**src/rtl/wb_regfile.sv**
```systemverilog
// wb_regfile: writeback result select, 31x XLEN register file (x0 hardwired 0), two async read ports
// Ports:
//   clk, rst_n                      clock, synchronous active-low reset
//   RegWriteW, RdW                  commit enable and destination index for the W-stage instruction
//   ResultSrcW                      00 ALUResultW, 01 ReadDataW, 10 PCPlus4W, 11 lAuiPCW
//   ALUResultW, ReadDataW,
//   PCPlus4W, lAuiPCW               candidate writeback results
//   A1D, A2D / RD1D, RD2D           decode-stage read indices and combinational read data
//   ResultW                         selected result, also feeds E-stage forwarding
//   WriteEnW                        effective write strobe
// Define REGFILE_BYPASS_EN for same-cycle write-through on both read ports.
module wb_regfile #(
    parameter int XLEN = 32,
    parameter int NREG = 32
) (
    input  logic            clk,
    input  logic            rst_n,
    input  logic            RegWriteW,
    input  logic [1:0]      ResultSrcW,
    input  logic [XLEN-1:0] ALUResultW,
    input  logic [XLEN-1:0] ReadDataW,
    input  logic [XLEN-1:0] PCPlus4W,
    input  logic [XLEN-1:0] lAuiPCW,
    input  logic [4:0]      RdW,
    input  logic [4:0]      A1D,
    input  logic [4:0]      A2D,
    output logic [XLEN-1:0] RD1D,
    output logic [XLEN-1:0] RD2D,
    output logic [XLEN-1:0] ResultW,
    output logic            WriteEnW
);
    logic [XLEN-1:0] rf [1:NREG-1];
    assign ResultW = ResultSrcW[1] ? (ResultSrcW[0] ? lAuiPCW : PCPlus4W)
                                   : (ResultSrcW[0] ? ReadDataW : ALUResultW);
    assign WriteEnW = RegWriteW && (RdW != '0) && rst_n;
    always_ff @(posedge clk) begin
        if (!rst_n) begin
            for (int i = 1; i < NREG; i++) rf[i] <= '0;
        end else if (WriteEnW) begin
            rf[RdW] <= ResultW;
        end
    end
`ifdef REGFILE_BYPASS_EN
    // WriteEnW already excludes x0 and reset, so the bypass can never make x0 nonzero
    assign RD1D = (A1D == '0) ? '0 : (WriteEnW && A1D == RdW) ? ResultW : rf[A1D];
    assign RD2D = (A2D == '0) ? '0 : (WriteEnW && A2D == RdW) ? ResultW : rf[A2D];
`else
    assign RD1D = (A1D == '0) ? '0 : rf[A1D];
    assign RD2D = (A2D == '0) ? '0 : rf[A2D];
`endif
endmodule

```
**config.mk**
```make
export PLATFORM = sky130hd
export DESIGN_NAME = wb_regfile
export DESIGN_NICKNAME = d
export VERILOG_FILES = /design/src/rtl/wb_regfile.sv
export SDC_FILE = /design/constraint.sdc
export NUM_CORES = 2
export LEC_CHECK = 0
export BUFFER_PORTS_ARGS = -buffer_cell sky130_fd_sc_hd__buf_2
export CORE_MARGIN = 1
export CORE_UTILIZATION = 51
export DETAILED_ROUTE_END_ITERATION = 12
export PLACE_DENSITY = 0.72
export REMOVE_ABC_BUFFERS = 1
export SYNTH_ARGS = -nofsm -noshare
export SYNTH_HDL_FRONTEND = slang
export SYNTH_SLANG_ARGS = --single-unit
```
**constraint.sdc**
```tcl
create_clock -name clk -period 2.4 [get_ports clk]
set_input_delay 0.36 -clock clk [delete_from_list [all_inputs] [get_ports clk]]
set_output_delay 0.36 -clock clk [all_outputs]
set_load 0.02 [all_outputs]
```
==> metrics.yaml <==
synthesis:
  netlist_top_cells_area: "edfxtp_1, mux4_2, nor2_1"
  syn_avg_cell_area_um2: 14.2
  synth.top_cell.area_share_pct: 57.6
  ys_types: 41
  syn_inst: 3767
  synth_area_leader_cell: "edfxtp_1"
  synthesis.area_um2: 53400
  yosys_register_bits: 1024
  synth_seq_area_share_pct: 57.6
  async_reset_ff_share_pct: 0
  ys.warnings.count: 0
  synth_enable_flop_cells: 1024
  synth_flop_cell: "edfxtp_1"
timing:
  tightest_slew_ns: 1.04
  period_needed_ns: 2.93
  setup_viol: 64
  slew_viol_final: 0
  fmax_mhz: 341
  finalCritPeriodShare_pct: 122
  relSlewSlack_pct: 30.4
  fin_ws_ns: -0.533
  rsz0062_at_grt: "yes"
  hold_viol: 0
cts:
  clock_sinks: 1024
  cts_root_buf: "clkbuf_16"
  path_clk_slew_ns: 0.07
  htreeDepth: 3
  clk_path_buf_depth: 3
  holdBufCountCts: 0
  cts_tree: "done"
  cts_made_buffers: 104
floorplan:
  core_um2: 104000
  dieArea_um2: 106000
  rows: 118
  fp.dieW_um: 325
  start_util_pct: 51.5
  io_pins: 245
  die_h_um: 325
placed_design:
  port_buffers: 244
  place_ws_ns: -0.732
  place_area_um2: 60000
  detailed_place_hpwl_um: 123000
  place.gp.congestion: 0.944
routing:
  finalWirelength_um: 189000
  postRouteAntennaNets: 0
  wl_per_cell_um: 32.7
  dr.pass1.iters: 6
  initialDrtViolationCount: 6536
  route.detailed.drc: 0
  via_count: 39500
  routed_via_density: 6.84
final_layout:
  largest_reg_flops: 1024
  fin_util_pct: 62.9
  mostFrequentLayoutCells: "edfxtp_1, nor2_1, buf_4"
  area_delta_synth_final_pct: 22.1
  ff_latch_area_um2: 30700
  multi_input_comb_area_um2: 22100
  final_area_um2: 65100
  fin_nets: 4451
  regMostFlops: "rf"
  n_fill_cell: 7455
  top_regs: "rf (1024)"
  final_common_cell: "edfxtp_1"
  drive_gt1_share_pct: 38.7
global_route:
  grt_max_degree: 33
  grtUsageTotal_pct: 35.2
  grt_pass1_vias: 39300
  overflow: 0
  grt_pass1_wl_um: 267000
  antenna_found_initial: 5
power:
  p_switching_mw: 11.9
  finalPower_mw: 45.2
  switching_share_pct: 26.3
  p_leak_nw: 24.2
  p_per_area_nw_per_um2: 693
  pwr-share-comb_pct: 17.3
  internal-power_mw: 33.3
  p_seq_share_pct: 47.0
  ir_drop_uv: 553
  p_clk_share_pct: 35.7
worst_setup_path:
  criticalPathCategory: "reg2out"
  required_ns: 2.04
  critPathMaxFanout: 2
  crit_arrival_ns: 2.57
  end_kind: "primary output"
  worstSetupStartpointType: "flop"
outcome:
  violations: "negative setup slack"
  outcome: "complete, but fails checks"
job:
  max-cap-violations: 0
hold_path:
  hp-class: "in2reg"
==> layout make-up <==
type / instances / area share, %
antenna: 1 / 0.00384
clock buffer: 131 / 4.25
clock inverter: 59 / 0.809
inverter: 35 / 0.204
multi-input combinational: 2334 / 33.9
sequential: 1024 / 47.2
tap: 1380 / 2.65
timing repair buffer: 804 / 11.0
==> layer usage <==
layer | GRT usage, % | vias to the layer above | wire length [um]
met5 | 0 | - | 32
met4 | 23.7 | 6 | 14100
met3 | 10.1 | 710 | 28000
met2 | 53.8 | 3651 | 86200
met1 | 43.7 | 19600 | 60500
li1 | - | 15500 | -
==> power groups by stage <==
stage / combinational (mW) / clock (mW) / sequential [mW]
after CTS: 7.41 / 16.1 / 21.2
after global routing: 7.98 / 16.8 / 21.3
after detailed placement: 6.98 / 0 / 21.6
after global placement: 6.90 / 0 / 21.5
after floorplan: 3.27 / 0 / 21.4
final: 7.80 / 16.1 / 21.2
==> per-stage QoR <==
step	hold slack (ns)	setup TNS [ns]	instances
final	0.146	-24.03	5768
after global routing	0.153	-24.96	5767
after CTS	0.126	-23.81	5736
after detailed placement	0.827	-21.61	5556
after global placement	0.808	-21.26	5556
after floorplan	0.888	-200.40	3393
==> worst paths after layout <==
check | cells after the start | from | slack (ns) | to
max | 5 | rf[0][18]$_DFFE_PP_ | -0.53 | RD2D[18]
min | 5 | ReadDataW[28] | 0.15 | rf[0][28]$_DFFE_PP_
==> critical path, stage by stage, from the launching register on <==
cell,delay [ns]
edfxtp_1,0.43
mux4_2,0.48
mux2i_2,0.26
a221o_1,0.38
a31oi_1,0.12
buf_2,0.22
==> repair_timing <==
item                                    in CTS  in global routing
pin swaps                                   65                 52
buffers inserted                             4                 31
resized for setup                          269                101
endpoints found under the setup margin      64                 64
gates cloned                                 0                  1
==> cells by family after synthesis <==
family | Yosys count | synth area share (%)
flip-flops | 1024 | 57.6
AND/OR/NAND/NOR | 1210 | 8.80
multiplexers | 736 | 24.5
AO/OA/AOI/OAI | 356 | 4.84
other | 1 | 0.00703
buffers and inverters | 440 | 4.26
==> synth_stat cells, types with 2 or more instances <==
cell type / instances
nor2b_1: 37
nor3b_1: 3
o21ai_1: 37
a221o_1: 32
mux2_2: 64
clkbuf_2: 2
edfxtp_1: 1024
o2111ai_1: 29
a221oi_1: 35
inv_1: 35
nor2_1: 1000
buf_8: 2
o21ai_0: 62
nand2_1: 154
buf_1: 5
clkbuf_4: 2
buf_12: 2
and3b_1: 3
a31oi_1: 32
a211oi_1: 32
mux2i_1: 224
clkbuf_1: 169
nor3_1: 2
mux4_2: 447
a22oi_1: 64
a311oi_1: 32
buf_2: 145
nor2_2: 3
buf_6: 22
buf_4: 56
Power figures use the tool's default switching activity.
